**config.mk**
```make
export PLATFORM = sky130hd
export DESIGN_NAME = deaggregator_v2
export DESIGN_NICKNAME = d
export VERILOG_FILES = /design/src/rtl/deaggregator_v2.sv
export SDC_FILE = /design/constraint.sdc
export NUM_CORES = 1
export LEC_CHECK = 0
export BUFFER_PORTS_ARGS = -buffer_cell sky130_fd_sc_hd__buf_2
export CAP_MARGIN = 10
export CORE_MARGIN = 4
export CORE_UTILIZATION = 31
export CTS_CLUSTER_DIAMETER = 120
export DETAILED_ROUTE_END_ITERATION = 7
export HOLD_SLACK_MARGIN = 0.06
export MAX_ROUTING_LAYER = met4
export PLACE_DENSITY = 0.49
export SETUP_SLACK_MARGIN = 0.1
export SYNTH_ARGS = -nofsm -noshare
export SYNTH_HDL_FRONTEND = slang
export SYNTH_SLANG_ARGS = --single-unit
```
**constraint.sdc**
```tcl
create_clock -name clk -period 12.2 [get_ports clk]
set_input_delay 1.22 -clock clk [delete_from_list [all_inputs] [get_ports clk]]
set_output_delay 1.22 -clock clk [all_outputs]
set_load 0.05 [all_outputs]
```
**src/rtl/deaggregator_v2.sv**
```systemverilog
// deaggregator_v2: buffers wide words from a 1-cycle-latency source and
// serialises them lane by lane into an enq/full_n FIFO, with per-word lane
// count, selectable lane order and end-of-frame propagation.
module deaggregator_v2 #(
   parameter int DATA_WIDTH  = 16,
   parameter int FETCH_WIDTH = 4,
   parameter int BUF_DEPTH   = 3,
   parameter int LANE_ORDER  = 0,
   localparam int CW = $clog2(FETCH_WIDTH + 1),
   localparam int OW = $clog2(BUF_DEPTH + 1)
) (
   input  logic                              clk,
   input  logic                              rst,
   input  logic [FETCH_WIDTH*DATA_WIDTH-1:0] sender_data,
   input  logic [CW-1:0]                     sender_count,
   input  logic                              sender_last,
   input  logic                              sender_empty_n,
   output logic                              sender_deq,
   output logic [DATA_WIDTH-1:0]             receiver_data,
   output logic                              receiver_last,
   input  logic                              receiver_full_n,
   output logic                              receiver_enq,
   output logic [OW-1:0]                     occupancy
);

   localparam int PW = $clog2(BUF_DEPTH);
   localparam int KW = $clog2(FETCH_WIDTH);

   // Word buffer (data only, never reset; validity is tracked by r_fill)
   logic [FETCH_WIDTH*DATA_WIDTH-1:0] r_data [BUF_DEPTH];
   logic [CW-1:0]                     r_cnt  [BUF_DEPTH];
   logic                              r_last [BUF_DEPTH];

   logic [PW-1:0] r_wptr, r_rptr;
   logic [OW-1:0] r_fill;   // words actually captured and not yet retired
   logic [OW-1:0] r_occ;    // credits: captured words plus the one in flight
   logic          r_deq;    // a read issued last cycle returns data now
   logic [KW-1:0] r_k;      // lane index within the head word

   logic                              w_deq, w_enq, w_retire, w_nonempty;
   logic                              w_head_zero, w_lane_end;
   logic [CW-1:0]                     w_head_cnt, w_cnt_in;
   logic [FETCH_WIDTH*DATA_WIDTH-1:0] w_head_word;
   logic [DATA_WIDTH-1:0]             w_lanes [FETCH_WIDTH];
   logic [KW-1:0]                     w_idx;

   // Modulo wrap so non-power-of-2 depths work
   function automatic logic [PW-1:0] f_next(input logic [PW-1:0] p);
      return (p == PW'(BUF_DEPTH - 1)) ? '0 : p + PW'(1);
   endfunction

   assign w_nonempty  = (r_fill != '0);
   assign w_head_word = r_data[r_rptr];
   assign w_head_cnt  = r_cnt[r_rptr];
   assign w_head_zero = (w_head_cnt == '0);
   assign w_lane_end  = (CW'(r_k) == w_head_cnt - CW'(1));

   // Oversized counts are clamped on the way in so the emit side never sees them
   assign w_cnt_in = (sender_count > CW'(FETCH_WIDTH)) ? CW'(FETCH_WIDTH) : sender_count;

   assign w_deq    = !rst && sender_empty_n && (r_occ < OW'(BUF_DEPTH));
   assign w_enq    = !rst && receiver_full_n && w_nonempty && !w_head_zero;
   // A zero-count head is dropped without emitting anything
   assign w_retire = !rst && w_nonempty && ((w_enq && w_lane_end) || w_head_zero);

   for (genvar g = 0; g < FETCH_WIDTH; g++) begin : g_lane
      assign w_lanes[g] = w_head_word[g*DATA_WIDTH +: DATA_WIDTH];
   end

   assign w_idx = (LANE_ORDER != 0) ? KW'(FETCH_WIDTH - 1) - r_k : r_k;

   assign sender_deq    = w_deq;
   assign receiver_enq  = w_enq;
   assign receiver_data = w_lanes[w_idx];
   assign receiver_last = w_enq && w_lane_end && r_last[r_rptr];
   assign occupancy     = r_occ;

   // Capture the word returned by the source one cycle after the read request
   always_ff @(posedge clk) begin
      if (r_deq) begin
         r_data[r_wptr] <= sender_data;
         r_cnt[r_wptr]  <= w_cnt_in;
         r_last[r_wptr] <= sender_last;
      end
   end

   // Pointers, fill level, credits and lane index; reset drops everything in flight
   always_ff @(posedge clk) begin
      if (rst) begin
         r_wptr <= '0;
         r_rptr <= '0;
         r_fill <= '0;
         r_occ  <= '0;
         r_deq  <= 1'b0;
         r_k    <= '0;
      end else begin
         r_deq <= w_deq;
         if (r_deq)
            r_wptr <= f_next(r_wptr);
         if (w_retire)
            r_rptr <= f_next(r_rptr);
         case ({r_deq, w_retire})
            2'b10:   r_fill <= r_fill + OW'(1);
            2'b01:   r_fill <= r_fill - OW'(1);
            default: r_fill <= r_fill;
         endcase
         case ({w_deq, w_retire})
            2'b10:   r_occ <= r_occ + OW'(1);
            2'b01:   r_occ <= r_occ - OW'(1);
            default: r_occ <= r_occ;
         endcase
         if (w_retire)
            r_k <= '0;
         else if (w_enq)
            r_k <= r_k + KW'(1);
      end
   end

endmodule

```
==> impl_metrics.yaml <==
floorplanning:
  dieArea_sq_um: 29900
  coreArea_sq_um: 26900
  placement_rows: 60
  design.portCount: 93
  floorplan.initialDensity: 0.314
  die_height_microns: 173
  dieWidth_microns: 173
yosys:
  ys_warn_count: 0
  ys_async_rst_share: 0
  yosys-mux-area-fraction: 0.131
  synthMostInstantiatedCell: "edfxtp_1"
  synth_cells: 457
  portion_of_synthesized_cell_area_occupied_by_the_leading_cell_type: 0.726
  synth_enable_flop_cells: 204
  mean_instance_size_in_the_synthesized_netlist_sq_um: 18.5
  postSynthRegisterBits: 217
  combinational_family_with_the_most_area_after_synthesis: "multiplexers"
  yosys.area_share.xor_xnor: 0.00726
  postSynthNetCount: 533
  synth_compound_gate_area_share: 0.0505
  ys_seq_area_frac: 0.756
  synthesis.area_sq_um: 8440
  synth.lib_cells_used.distinct: 34
  yosys-top-cells-area: "edfxtp_1 73%, mux4_2 8.5%, mux2i_1 4.4%, dfxtp_1 3.1%, o21ai_0 2.1%"
  post_synth_and_or_nand_nor_area_fraction: 0.0326
  synthDominantAreaCellType: "edfxtp_1"
  synth_top_cells_by_count: "204 x edfxtp_1, 37 x mux2i_1, 36 x nand2_1"
  post_synth_fa_ha_maj_area_fraction: 0.00593
  synth_ff_type: "edfxtp_1"
finish:
  flow.area_growth_from_synthesis_pct: 19.0
  final_nets: 632
  footprint_of_the_multi_input_gates_sq_um: 1940
  post_route_cells_drive_above_1_share: 0.302
  final.fill_count: 2513
  layout.area.seq_sq_um: 6390
power:
  totalPowerFinal_mw: 1.64
  p_per_area_nw_per_um2: 163
  p_leak_nw: 3.20
  irDropWorstVdd_mv: 0.103
critical_path:
  crit_buf_inv: 2
  critPathKind: "flop to output port"
  critical_path_required_ns: 10.98
  critical_path_cell_count: 5
  cp_cell_sequence: "buf_4 > mux4_2 > o211ai_1 > o21ai_0 > buf_2"
  critical-path-slowest-cell: "buf_4"
  worst_path_arrival_time_ns: 3.00
  crit_path_max_incr_delay_ns: 0.61
  worst-r2r-cell-count: 9
  crit_path_end_kind: "output port"
  path_delay_family: "buffers and inverters"
  rr_endpoint: "occupancy[1]"
  crit_path_end: "receiver_data[14]"
  critical_path.max_fanout: 31
  timing.critical_path.from_type: "flop"
  worst_reg2reg_setup_slack_ns: 9.38
placed_design:
  port_buffers: 92
  minimum_setup_slack_after_placement_ns: 8.43
  place.detailed.hpwl_microns: 11300
  gp_routability_congestion: 0.689
routing:
  drc: 0
  route.antenna.remaining_nets: 0
  vias_per_cell: 4.75
  drt-initial-drc-count: 266
  detailroute.via_count: 4357
  routed_length_per_instance_microns: 19.9
  drtPass1Iterations: 5
  wirelength_microns: 18300
worst_hold_path:
  timing.hold.worst.start: "r_fill[1]"
  timing.hold.worst.class: "flop to flop"
status:
  outcome: "finished, final reports clean"
timing:
  max_clock_freq_mhz: 237
  clock_period_minus_final_worst_setup_slack_ns: 4.22
  finalWorstSetupSlack_ns: 7.98
  timing.final.max_slew_violations: 0
  final_hold_viol_count: 0
  slew-limit-headroom: 0.282
  layout_worst_path_cycle_share: 0.346
  grt_setup_unrepaired: "false"
  setup_viol: 0
  worst_clock_skew_ns: 0.0211
  tns_ns: 0
  worst_pin_slew_ns: 1.08
job:
  max-cap-violations: 0
global_route:
  overflow: 0
  via_count_of_the_first_global_routing_pass: 4636
  maximum_number_of_pins_on_one_net_before_global_route_repair: 70
  grt_antenna_before_repair: 4
  grt_pass1_wl_microns: 27800
  grt.total_usage: 0.122
cts:
  clock-root-buffer: "clkbuf_16"
  insertion_delay_ns: 0.52
  clock_tree.htree_level_count: 1
  clock_buffers_created_by_tritoncts: 24
  path_clk_slew_ns: 0.06
  cts_setup_buffers: 0
  clock_tree_from_tritoncts: "built"
  cts_repair_resize_count: 0
  postCtsHoldBufs: 0
  clkSinkCount: 217
  clock_tree.buffer_depth: 3
## cells by family after synthesis
group / after synthesis
flip-flops: 217
multiplexers: 70
XOR/XNOR: 7
buffers and inverters: 31
AND/OR/NAND/NOR: 62
adder cells (fa/ha/maj): 4
AO/OA/AOI/OAI: 66
## sequential cells by signal (all words and copies together), names as in the netlist, named ones only
signal / cells
r_wptr: 2
r_last: 3
occupancy: 2
r_deq: 1
r_rptr: 2
r_fill: 2
r_data: 192
r_k: 2
r_cnt: 9
## where the power goes
part	leakage [nW]	total [mW]	internal, mW	switching [mW]
clock	0.366	0.681	0.406	0.275
combinational	0.865	0.116	0.0419	0.0746
sequential	1.97	0.843	0.836	0.00650
total	3.20	1.64	1.28	0.356
## routing by layer
layer / GRT usage / wire length (microns) / share of wire / up-vias
met5: - / 0 / 0 / -
met4: 0.0259 / 355 / 0.019 / 0
met3: 0.0284 / 900 / 0.049 / 27
met2: 0.202 / 8930 / 0.49 / 105
met1: 0.155 / 8070 / 0.44 / 2208
li1: - / - / - / 2017
## worst min-delay path by stage
stage | endpoint | slack (ns) | cells after the start
floorplan | r_fill[1] | 0.46 | 2
CTS | r_fill[1] | 0.52 | 2
global placement | r_fill[1] | 0.47 | 2
global route | r_fill[1] | 0.55 | 2
finish | r_fill[1] | 0.51 | 2
detailed placement | r_fill[1] | 0.51 | 2
## stage by stage
step | area, sq um | std cells | util | hold WS (ns)
floorplan | 8440 | 457 | - | 0.459
global placement | 9290 | 871 | 0.346 | 0.470
detailed placement | 9290 | 871 | 0.346 | 0.508
CTS | 10000 | 913 | 0.374 | 0.518
global route | 10000 | 917 | 0.374 | 0.549
finish | 10000 | 917 | 0.374 | 0.508
## worst register-to-register path, stage by stage (launching register included)
cell	delay (ns)
dfxtp_2	0.68
nor2_1	0.11
a21oi_1	0.25
ha_1	0.30
xor2_1	0.18
nand3_1	0.14
o22ai_4	0.24
ha_1	0.33
or3_1	0.36
a21oi_1	0.17
## layout make-up
class,count,area share
diodes,4,0.000996
clock buffers,31,0.0624
clock inverters,11,0.0125
inverters,5,0.00187
multi-input cells,209,0.193
flip-flops and latches,217,0.636
well taps,341,0.0425
repair buffers,99,0.0510
## cell usage in the layout, fill, tap and decap left out, types with 3 or more instances in the layout
| cell type | n |
|---|---|
| buf_4 | 7 |
| ha_1 | 4 |
| inv_1 | 5 |
| nor2_1 | 8 |
| nand2_1 | 36 |
| edfxtp_1 | 204 |
| buf_2 | 92 |
| dfxtp_1 | 10 |
| clkinv_1 | 4 |
| xnor2_1 | 3 |
| clkbuf_16 | 24 |
| o211ai_1 | 17 |
| clkinv_2 | 4 |
| mux4_2 | 32 |
| xor2_1 | 4 |
| mux2i_1 | 37 |
| diode_2 | 4 |
| o21ai_0 | 35 |
| clkbuf_1 | 7 |
| nor2b_1 | 5 |
| a21oi_1 | 5 |
Power figures use the tool's default switching activity.
